===== src/rtl/pulse_sync_scheduler.sv =====
// Round-robin scheduler that shares one pulse-synchronizer channel among N_REQ
// requesters, counting pending events and spacing pulses by a programmable hold-off.
module pulse_sync_scheduler #(
   parameter int N_REQ = 4,
   parameter int CNT_W = 3,
   parameter int GAP   = 8,
   localparam int ID_W = $clog2(N_REQ)
) (
   input  logic             clksrc,
   input  logic             resetb_clksrc,
   input  logic             enable,
   input  logic [N_REQ-1:0] req_pulse,
   input  logic             ovf_clear,
   output logic             pulse_out,
   output logic [ID_W-1:0]  id_out,
   output logic             busy,
   output logic             pending_any,
   output logic [N_REQ-1:0] overflow
);

   // state | meaning
   // IDLE  | waiting for enable and a nonzero pending counter
   // ISSUE | pulse_out high for this single cycle
   // HOLD  | GAP-cycle hold-off while the synchronizer re-arms
   typedef enum logic [1:0] {IDLE, ISSUE, HOLD} state_t;

   localparam int GAP_W = $clog2(GAP + 1);

   state_t           state_q;
   logic             pulse_q;
   logic [ID_W-1:0]  id_q;
   logic [ID_W-1:0]  last_q;
   logic [GAP_W-1:0] gap_q;
   logic [CNT_W-1:0] cnt_q [N_REQ];
   logic [CNT_W-1:0] cnt_d [N_REQ];
   logic [N_REQ-1:0] ovf_q;
   logic [N_REQ-1:0] ovf_d;
   logic [ID_W-1:0]  winner;
   logic             found;
   logic             grant;
   int               idx;

   // Search starts just after the last winner so every requester gets a turn.
   always_comb begin
      winner = '0;
      found  = 1'b0;
      idx    = 0;
      for (int off = 1; off <= N_REQ; off++) begin
         idx = int'(last_q) + off;
         if (idx >= N_REQ) idx = idx - N_REQ;
         if (!found && (cnt_q[ID_W'(idx)] != '0)) begin
            found  = 1'b1;
            winner = ID_W'(idx);
         end
      end
   end

   always_comb begin
      pending_any = 1'b0;
      for (int i = 0; i < N_REQ; i++) begin
         if (cnt_q[i] != '0) pending_any = 1'b1;
      end
   end

   assign grant = (state_q == IDLE) && enable && found;

   // A fresh overflow takes priority over ovf_clear in the same cycle.
   always_comb begin
      ovf_d = ovf_clear ? '0 : ovf_q;
      for (int i = 0; i < N_REQ; i++) begin
         cnt_d[i] = cnt_q[i];
         if (req_pulse[i] && !(grant && (winner == ID_W'(i)))) begin
            if (cnt_q[i] == {CNT_W{1'b1}}) ovf_d[i] = 1'b1;
            else                           cnt_d[i] = cnt_q[i] + 1'b1;
         end else if (!req_pulse[i] && grant && (winner == ID_W'(i))) begin
            cnt_d[i] = cnt_q[i] - 1'b1;
         end
      end
   end

   always_ff @(posedge clksrc) begin
      if (!resetb_clksrc) begin
         for (int i = 0; i < N_REQ; i++) cnt_q[i] <= '0;
         ovf_q   <= '0;
         state_q <= IDLE;
         pulse_q <= 1'b0;
         id_q    <= '0;
         last_q  <= ID_W'(N_REQ - 1);
         gap_q   <= '0;
      end else begin
         cnt_q <= cnt_d;
         ovf_q <= ovf_d;
         case (state_q)
            IDLE: begin
               pulse_q <= 1'b0;
               if (grant) begin
                  state_q <= ISSUE;
                  pulse_q <= 1'b1;
                  id_q    <= winner;
                  last_q  <= winner;
               end
            end
            ISSUE: begin
               pulse_q <= 1'b0;
               gap_q   <= GAP_W'(GAP - 1);
               state_q <= HOLD;
            end
            HOLD: begin
               pulse_q <= 1'b0;
               if (gap_q == '0) state_q <= IDLE;
               else             gap_q   <= gap_q - 1'b1;
            end
            default: begin
               pulse_q <= 1'b0;
               state_q <= IDLE;
            end
         endcase
      end
   end

   assign pulse_out = pulse_q;
   assign id_out    = id_q;
   assign busy      = (state_q != IDLE);
   assign overflow  = ovf_q;

endmodule


===== config.mk =====
export PLATFORM = sky130hd
export DESIGN_NAME = pulse_sync_scheduler
export DESIGN_NICKNAME = d
export VERILOG_FILES = /design/src/rtl/pulse_sync_scheduler.sv
export SDC_FILE = /design/constraint.sdc
export NUM_CORES = 1
export LEC_CHECK = 0
export ABC_AREA = 1
export CORE_UTILIZATION = 57
export CTS_BUF_LIST = sky130_fd_sc_hd__clkbuf_16
export DETAILED_ROUTE_END_ITERATION = 16
export HOLD_SLACK_MARGIN = 0.12
export PLACE_DENSITY = 0.79
export SYNTH_ARGS = -nofsm -noshare
export SYNTH_HDL_FRONTEND = slang
export SYNTH_SLANG_ARGS = --single-unit

===== constraint.sdc =====
create_clock -name clksrc -period 2.8 [get_ports clksrc]
set_input_delay 0.7 -clock clksrc [delete_from_list [all_inputs] [get_ports clksrc]]
set_output_delay 0.7 -clock clksrc [all_outputs]
set_load 0.005 [all_outputs]

# Word-level counts from Yosys, hierarchy flattened
# Cells that the tools add are included.
# classes
n_addsub	17
order_cmp	8
n_eq_ne	16
mux	55
bitwise_logic	4
reduce_logical	57
# op_table
operator	count
two-way mux 3 bit	20
binary-select mux 3 bit (select 2 bit)	4
nonzero test 3 bit	8
logical AND 1 bit	21
two-way mux 2 bit	10
two-way mux 1 bit	17
AND reduction 2 bit	8
!= test 2 bit (second input constant)	7
adder 3 x 1 -> 3 bit (second input constant)	4
equality test 3 bit (second input constant)	4
greater-or-equal comparator 2 x 3 -> 1 bit (second input constant)	4
nonzero test 2 bit	6
subtractor 3 x 1 -> 3 bit (second input constant)	4
zero test 1 bit	11
greater-or-equal comparator 3 bit (second input constant)	3
two-way mux 4 bit	2
inverter 2 bit	4
one-hot mux 4 bit (2 select lines)	1
subtractor 2 x 1 -> 2 bit (second input constant)	4
adder 2 x 2 -> 3 bit (second input constant)	2
equality test 2 bit (second input constant)	3
one-hot mux 2 bit (3 select lines)	1
adder 2 x 3 -> 4 bit (second input constant)	1
equality test 2 x 1 -> 1 bit (second input constant)	2
5 further kinds	6
# word_totals
regBits	27
inputBits	8
output_inout_bits	9
word_cells	167

# Longest topological paths before layout
# logic_depth
word_depth	24
mapped_depth	23
depth_no_buf	22

# Worst setup path before layout
# Ideal clock, no wire load.
# synth_path
path_type	flip-flop to flip-flop
startpoint	register last_q[0]
endpoint	register cnt_q[8] in the netlist's numbering
setup_ns	0.115
arrival_time_ns	2.232
required_ns	2.685
path_slack_ns	0.453
path_stages_with_launch	21
path_buffers	2
synth_period_minus_slack_ns	2.347
path_cell_list	dfxtp_1 -> buf_6 -> inv_6 -> buf_6 -> nand2_1 -> nand2_1 -> nor2_1 -> nand2_1 -> nand2_2 -> nand4_2 -> nor2_2 -> nor2_4 -> nand2_2 -> nor2_2 -> nor2_1 -> inv_1 -> fa_1 -> inv_1 -> nand4_1 -> a21oi_1 -> nor2_1
# synth_via
elab_chain_len	24
word_cells_on_any_way	61
classes_between	add/sub (8); order compare (4); eq/ne (2); mux (25); bitwise (4); reduce/logical (18)
# synth_rtl
item	line_no	text
start, declared	32	logic [ID_W-1:0] last_q;
start signal, assigned	88	last_q <= ID_W'(N_REQ - 1);
start signal, assigned	100	last_q <= winner;
adder 2 x 1 -> 3 bit	49	idx = int'(last_q) + off;
greater-or-equal comparator 3 bit / subtractor 2 x 1 -> 2 bit (equally long branches)	50	if (idx >= N_REQ) idx = idx - N_REQ;
two-way mux 2 bit	50	
inverter 2 bit (not written as such)	51	if (!found && (cnt_q[ID_W'(idx)] != '0)) begin
binary-select mux 3 bit (select 2 bit)	51	
two-way mux 3 bit (not written as such) (2 in a row)	51	
nonzero test 3 bit	51	
two-way mux 1 bit	51	
(+7 left out)	--	
logical AND 1 bit	51	
two-way mux 2 bit / two-way mux 1 bit (equally long branches)	51	
equality test 2 x 1 -> 1 bit / logical AND 1 bit (equally long branches)	72, 75, 65	
logical AND 1 bit	72	if (req_pulse[i] && !(grant && (winner == ID_W'(i)))) begin
zero test 1 bit	72	
logical AND 1 bit	72	
!= test 2 bit (no source line) / nonzero test 2 bit (equally long branches)	--	
AND reduction 2 bit (no source line)	--	
end signal, assigned	91	cnt_q <= cnt_d;
end, declared	34	logic [CNT_W-1:0] cnt_q [N_REQ];
# Parallel ways exist; a longest one is shown, timed or not. The select of a mux whose other input is x is not followed.
# A chain may end at the register's enable or synchronous reset.

# Worst setup path after layout
# layout_path
startpoint	register last_q[0]
endpoint	register cnt_q[2] in the netlist's numbering
# layout_via
elab_chain_len	24
word_cells_on_any_way	61
classes_between	add/sub (8); order compare (4); eq/ne (2); mux (25); bitwise (4); reduce/logical (18)
# layout_rtl
item	line_no
adder 2 x 1 -> 3 bit	49
greater-or-equal comparator 3 bit / subtractor 2 x 1 -> 2 bit (equally long branches)	50
two-way mux 2 bit	50
inverter 2 bit (not written as such)	51
binary-select mux 3 bit (select 2 bit)	51
two-way mux 3 bit (not written as such) (2 in a row)	51
nonzero test 3 bit	51
two-way mux 1 bit	51
(+7 left out)	--
logical AND 1 bit	51
two-way mux 2 bit / two-way mux 1 bit (equally long branches)	51
equality test 2 bit / logical AND 1 bit (equally long branches)	72, 75, 65
logical AND 1 bit	72
zero test 1 bit	72
logical AND 1 bit	72
!= test 2 bit (no source line) / nonzero test 2 bit (equally long branches)	--
AND reduction 2 bit (no source line)	--
# Parallel ways exist; a longest one is shown, timed or not. The select of a mux whose other input is x is not followed.

==> results.cfg <==
[status]
status = completed

[final_layout]
post-route-util = 0.710
nFillCells = 294
fin_nets = 339
n_antenna_cell = 0
area_growth_pct = 15.8
final_cell_mix = nand2_1 (91), inv_1 (37), nor2_1 (37), nand3_1 (28), dfxtp_1 (25)
drive_gt1_frac = 0.114
layout_commonest_cell = nand2_1

[detailed_routing]
wire_per_inst_microns = 11.7
first_iter_violations = 164
drtAntennaViolNets = 0
finalWirelength_microns = 4320
vias = 1925
drc = 0
first_pass_iters = 5
routed_via_density = 5.22

[sta]
final.min_clock_period_ns = 2.61
skew_ns = 0.00168
tns_ns = 0
slew_viol_final = 0
fmax_mhz = 384
tightest_slew_ns = 0.482
hold_violations = 0
rsz0062_at_grt = no
setup_viol = 0
period_share = 0.931
slew_headroom = 0.676

[global_routing]
grt_pass1_vias = 1544
grt_pass1_wl_microns = 6890
antenna_found_initial = 0
grt_usage = 0.257
grt_max_degree = 20
overflow = 0

[cts]
numCtsBuffers = 3
clk_pin_slew_ns = 0.07
clockBufferDepth = 2
clock-sinks = 27
post-cts-setup-buffer-count = 0
htreeDepth = 1
clock_latency_ns = 0.26
root_buffer = clkbuf_16
cts_tree = yes

[critical_path]
crit_type = reg2reg
startpoint_type = flip-flop
critPathMaxStageDelay_ns = 0.39
crit_top_cell = nand2_1
cp_max_fo = 19
rr_worst_depth = 19
crit_arrival_ns = 2.76
crit_chain = inv_6, nand2_1, nand2_1, nor2_1, nand2_1, nand2_2, nand3_1, nand2_1, inv_1, nand2_1, nor2_4, nor2_4, nand2_2, nand2_2, fa_1, inv_1, nand4_1, a21oi_1, nor2_1
end_kind = flip-flop
cp.required_ns = 2.95
critPathSlowestCell = dfxtp_4

[floorplanning]
die_x_microns = 59.8
rows = 20
floorplan.initialDensity = 0.613
dieArea_sq_um = 3570
die_y_microns = 59.8
io_pins = 17
core-area_sq_um = 3100

[min_path]
min_path_type = reg2reg
hold-path-cell-count = 2

[power]
p_comb_frac = 0.628
p_per_area_nw_per_um2 = 1220
clockPowerShare = 0.125
peakVddDrop_mv = 0.597
seqPwrFrac = 0.247
p_sw_mw = 1.38
p_int_mw = 1.30
switching_share = 0.515
p_leak_nw = 1.03

[synth]
yosysWarnings = 0
netlist_instances = 306
ys_seq_elements = 27
ys_seq_area_frac = 0.284
async_flop_share = 0
synth_cell_types = 30
synthFlopType = dfxtp_1
syn_area_per_cell_sq_um = 6.22
syn-num-nets = 319
synth_edf_count = 0
syn_area_sq_um = 1900

[placement]
dp_hpwl_microns = 3230
portBuffers = 16
gp_congestion = 0.893

[job]
maxCapViolations = 0
==> power by group through the flow <==
| stage | registers (mW) | logic [mW] | clock network, mW |
|---|---|---|---|
| floorplan | 0.620 | 1.35 | 0 |
| global placement | 0.665 | 1.64 | 0 |
| detailed placement | 0.664 | 1.65 | 0 |
| CTS | 0.656 | 1.67 | 0.340 |
| global route | 0.680 | 1.92 | 0.353 |
| finish | 0.664 | 1.69 | 0.335 |
==> critical path: cells and delay by family, from the launching register on <==
family | cells | cell delay [ns]
compound gates | 1 | 0.19
fa+ha+maj | 1 | 0.39
buf+inv | 3 | 0.25
flops | 1 | 0.39
simple gates | 14 | 1.28
==> per-layer routing <==
layer / vias to the layer above / share of wire / global-route usage
met1: 858 / 0.48 / 0.337
met2: 49 / 0.47 / 0.437
met3: 4 / 0.039 / 0.0325
met5: - / 0 / 0
met4: 0 / 0.010 / 0.0797
li1: 1014 / - / -
==> state kept, by name, indices dropped and copies added, names as in the netlist <==
register and count:
gap_q 4, last_q 2, overflow 4, state_q 2, cnt_q 12, id_out 2, pulse_out 1
==> repair_timing <==
action | CTS | global route
hold buffers | 0 | 0
gates resized for setup | 0 | 4
endpoints found under the setup margin | 0 | 5
==> worst paths after layout <==
path	from	endpoint	slack, ns
min	overflow[3]	overflow[3]	0.48
max	last_q[0]	cnt_q[2]	0.19
min reg2reg	overflow[3]	overflow[3]	0.48
max reg2reg	last_q[0]	cnt_q[2]	0.19
==> cells in the mapped netlist, drive strengths merged (2+ instances only) <==
| cell type | count | area share |
|---|---|---|
| nand2 | 99 | 0.21 |
| nor2 | 44 | 0.10 |
| inv | 42 | 0.085 |
| nand3 | 31 | 0.089 |
| dfxtp | 27 | 0.28 |
| a21oi | 22 | 0.058 |
| o21ai | 11 | 0.029 |
| nand4 | 9 | 0.033 |
| buf | 4 | 0.018 |
| fa | 4 | 0.042 |
| nor3 | 3 | 0.0079 |
| clkbuf | 2 | 0.0039 |
| o211ai | 2 | 0.0079 |
==> kinds of logic after synthesis <==
| group | count (synthesis) | share of synthesized area |
|---|---|---|
| buf+inv | 48 | 0.108 |
| simple gates | 189 | 0.456 |
| xor+xnor | 1 | 0.00460 |
| compound gates | 36 | 0.0993 |
| fa+ha+maj | 5 | 0.0487 |
| flops | 27 | 0.284 |
==> per-stage QoR <==
stage | power [mW] | cell area (sq um) | hold WS (ns) | worst slack (ns) | instances
floorplan | 1.97 | 1900 | 0.460 | 0.453 | 306
global placement | 2.30 | 2110 | 0.454 | 0.0958 | 365
detailed placement | 2.32 | 2110 | 0.463 | 0.0480 | 365
CTS | 2.67 | 2200 | 0.478 | 0.0318 | 369
global route | 2.95 | 2200 | 0.496 | 0.00616 | 369
finish | 2.69 | 2200 | 0.477 | 0.193 | 369
==> final cells by class <==
class                      instances  area (sq um)  area share
timing repair buffer              21           198      0.0897
inverter                          42           163      0.0738
clock inverter                     1          7.51     0.00341
multi-input combinational        231          1160       0.526
tap                               44          55.1      0.0250
sequential                        27           546       0.248
clock buffer                       3          75.1      0.0341
Note: power is estimated with default switching activity, not from simulation.
==> variant 1: new RTL, same settings <==
`N_REQ`: 4 -> 2.
--- a/src/rtl/pulse_sync_scheduler.sv
+++ b/src/rtl/pulse_sync_scheduler.sv
@@ -1,7 +1,7 @@
 // Round-robin scheduler that shares one pulse-synchronizer channel among N_REQ
 // requesters, counting pending events and spacing pulses by a programmable hold-off.
 module pulse_sync_scheduler #(
-   parameter int N_REQ = 4,
+   parameter int N_REQ = 2,
    parameter int CNT_W = 3,
    parameter int GAP   = 8,
    localparam int ID_W = $clog2(N_REQ)
Interface: changed (resized id_out, overflow and req_pulse); port bits go from 17 to 12. The function was not compared with the original's and may differ.
==> variant 1 against the unedited design <==
  * The flow now finishes with violations (design-rule violations)
  * Sequential cell count down 10
  * Core utilization rose by 4.1 points
  * Final cell count decreased by 54%
  * Routed wire length down 59%
  * Worst hold slack lost 0.015 ns
  * Sequential power is 54% lower
  * Setup slack gained 0.18 ns
  * Area after synthesis down 49%
  * Design area shrank 47%
  * Critical path type is now flip-flop to output port
  * Power down 68%
==> variant 1: results (changes against the unedited design) <==
OUTCOME
--------------------------------------------------------------------------------
Outcome                                                             finished, violations left
Failing checks                                                      design-rule violations

LOGIC SYNTHESIS
--------------------------------------------------------------------------------
Post-synthesis cell type count                                                28   -6.7%
Flops & latches, synth                                                        17   -37%
Synthesized area divided by synthesized cell count                     6.953 µm²   +12%

FINAL LAYOUT
--------------------------------------------------------------------------------
Footprint of the flip-flops and latches                                340.3 µm²   -38%
Final clock-cell share                                                   0.06731   +0.02983
Count of inverters other than clock inverters in the layout                   29   -31%
Final instance count without filler cells                                    170   -54%
Number of nets in the layout                                                 164   -52%
Layout buffering overhead excluding clock cells                          0.09402   +0.004296
Layout cells sized above 1                                                0.1753   +0.06148
Multi-input combinational cell area                                    510.5 µm²   -56%
Final core utilization                                                    0.7512   +0.04112
Flip-flop and latch share of the layout cell area                         0.2906   +0.04301
Count of buffers not belonging to the clock network in the layout             11   -48%

SETUP PATH
--------------------------------------------------------------------------------
Worst R2R Path Depth                                                          14   -5
Critical Path AT                                                         1.73 ns   -1.03 ns
Flop2flop setup slack                                                    1.00 ns   +0.81 ns
Timing startpoint of the critical path                                  cnt_q[3]
Cell with the biggest individual delay on the critical path         clkdlybuf4s50_1
Peak per-stage delay on the critical path                                0.46 ns   +0.07 ns
Crit Path Max Fanout                                                           4   -15

PWR
--------------------------------------------------------------------------------
Net switching power                                                     278.8 µW   -80%
Part of the power in registers                                             0.357   +0.110
Leakage dissipation                                                    0.5564 nW   -46%

PLACEMENT
--------------------------------------------------------------------------------
Placement-stage cell area                                               1092 µm²   -48%
Sum of net half-perimeters after detailed placement                      1357 µm   -58%
Number of buffer cells added on primary ports                                 11   -5
Worst slack at placement                                               0.3166 ns   +0.2686 ns
Final weighted congestion of routability-driven global placement          0.8220   -7.9%

CTS
--------------------------------------------------------------------------------
Clock-pin slew on the worst setup and hold paths                         0.05 ns   -0.02 ns

ROUTING
--------------------------------------------------------------------------------
Number of remaining DRC errors                                                 2   +2
WL met3                                                                    63 µm   -63%
DRT Wirelength                                                           1782 µm   -59%
Total number of vias                                                         858   -55%
Met2 wirelength from detailed routing                                     873 µm   -57%
DRT iter0 DRCs                                                                17   -90%

GLOBAL ROUTING
--------------------------------------------------------------------------------
Via count of the first global-routing pass                                   753   -51%
Total routing usage reported by global routing                            0.2209   -0.03605
Largest net degree at the start of global routing                             12   -40%

TIMING
--------------------------------------------------------------------------------
Hold Slack                                                             0.4623 ns   -0.01461 ns

WORST HOLD PATH
--------------------------------------------------------------------------------
Hold Path Origin                                                          id_out

## variant 1: cell types whose count changed after synthesis, moves of 7 or more
cell,delta
dfxtp_1,-10
inv_1,-17
nand2_1,-60
a21oi_1,-15
nand3_1,-21
o21ai_0,-7
nor2_1,-22
nand4_1,-8
## variant 1: cells by family after synthesis
family | share of synthesized area
AND/OR/NAND/NOR | 0.3766
adder cells (fa/ha/maj) | 0.03856
AO/OA/AOI/OAI | 0.1093
flip-flops | 0.3496
buffers and inverters | 0.1260
## variant 1: routing by layer
metal,vias to the layer above,track usage
li1,466,-
met1,371,0.2441
met2,12,0.3667
met3,9,0.05106
met4,0,0.1625
met5,-,0
## variant 1: how the worst max path moves through the flow
stage | slack (ns) | end
6_report | 0.37 | pending_any
2_1_floorplan | 0.84 | cnt_q[2]
3_5_place_dp | 0.32 | cnt_q[2]
3_3_place_gp | 0.37 | cnt_q[2]
4_1_cts | 0.37 | pending_any
5_1_grt | 0.29 | pending_any
==> variant 2: new RTL, same settings <==
Made on the original files. Register the output `id_out` once more, without a reset; this adds one clock of latency there. The other outputs are not delayed to match.
--- a/src/rtl/pulse_sync_scheduler.sv
+++ b/src/rtl/pulse_sync_scheduler.sv
@@ -119,7 +119,9 @@
    end
 
    assign pulse_out = pulse_q;
-   assign id_out    = id_q;
+   always_ff @(posedge clksrc) begin
+      id_out <= id_q;
+   end
    assign busy      = (state_q != IDLE);
    assign overflow  = ovf_q;
 
Behaviour: not the same (Yosys sat finds a counterexample within 4 cycles, from zero or initial values and one cycle with resetb_clksrc low).
==> variant 2 against the unedited design <==
  * Routed wire length fell by 4.8%
  * Final cell count fell by 1.4%
  * Area after synthesis rose by 0.92%
  * Sequential cell count rose by 2
  * Design area rose by 2.3%
  * Clock skew rose by 0.00055 ns
  * Critical endpoint unchanged
  * Power rose by 7.5%
  * Setup slack improved by 0.088 ns
  * Highest routed layer unchanged
==> variant 2: results (changes against the unedited design) <==
GLOBAL ROUTING
-------------------------------------------------------------------------------
Via count of the first global-routing pass                                1,630   +5.6%
Largest net degree at the start of global routing                            19   -5.0%
M3 GR Usage                                                             0.04545   +0.01299
Total routing usage reported by global routing                           0.2622   +0.005318
M1 GR Usage                                                              0.3404   +0.003541
First-pass GRT wire length                                              6955 µm   +0.90%

LOGIC SYNTHESIS
-------------------------------------------------------------------------------
Cells after Synth                                                           299   -2.3%
Post-synthesis cell type count                                               32   +6.7%
Synthesized net count                                                       312   -2.2%
Top cells by count, synth                                          94 x nand2_1, 38 x nor2_1, 32 x inv_1

SETUP PATH
-------------------------------------------------------------------------------
Cell with the biggest individual delay on the critical path             dfxtp_1
Worst R2R Path Depth                                                         17   -2
Peak per-stage delay on the critical path                               0.43 ns   +0.04 ns

FINAL LAYOUT
-------------------------------------------------------------------------------
Number of nets in the layout                                                332   -2.1%
Multi-Input Combinational                                                   222   -3.9%
Count of sequential standard cells                                           29   +7.4%
Count of inverters other than clock inverters in the layout                  43   +2.4%
Layout buffering overhead excluding clock cells                         0.07936   -0.01037

PLACEMENT
-------------------------------------------------------------------------------
Final weighted congestion of routability-driven global placement         0.8513   -4.6%

TIMING
-------------------------------------------------------------------------------
Hold Slack                                                            0.3645 ns   -0.1124 ns
Share of the cycle needed by the critical path after routing             0.8996   -0.03148

OUTCOME
-------------------------------------------------------------------------------
Outcome                                                            complete, no violations

ROUTING
-------------------------------------------------------------------------------
Total iterations of the first detailed-routing run                            4   -1
DRT iter0 DRCs                                                              107   -35%
Total number of vias                                                      1,862   -3.3%

CTS
-------------------------------------------------------------------------------
Maximum level of the CTS H-tree                                               2   +1

WORST HOLD PATH
-------------------------------------------------------------------------------
Hold Path Origin                                                        id_q[1]
Number of cells traversed by the worst hold path                              0   -2

[variant 2: cell count changes after synthesis, moves of 2 or more]
cell and change:
dfxtp_1 +2, o21ai_0 -2, nand3_4 +2, nand2_1 +3, nand3_1 -7, nor2_2 -2
inv_1 -5, a21oi_1 -5, nand4_1 -3, inv_2 +5
[variant 2: power breakdown]
group / leakage, nW / switching, mW / internal (mW)
Sequential: 0.239 / 0.176 / 0.555
Clock: 0.0696 / 0.191 / 0.325
Combinational: 0.747 / 1.06 / 0.586
Total: 1.05 / 1.42 / 1.47
[variant 2: logic make-up after synthesis]
logic type                 after synthesis
DFF                                     29
buffers and inverters                   48
adders and majority gates                5
and+or+nand+nor                        186
AOI/OAI and AO/OA                       31
[variant 2: critical path: cells and delay by family, from the launching register on]
| family | cells | cell delay, ns |
|---|---|---|
| simple gates | 11 | 0.97 |
| compound gates | 2 | 0.29 |
| buf+inv | 3 | 0.33 |
| flops | 1 | 0.43 |
| fa+ha+maj | 1 | 0.38 |
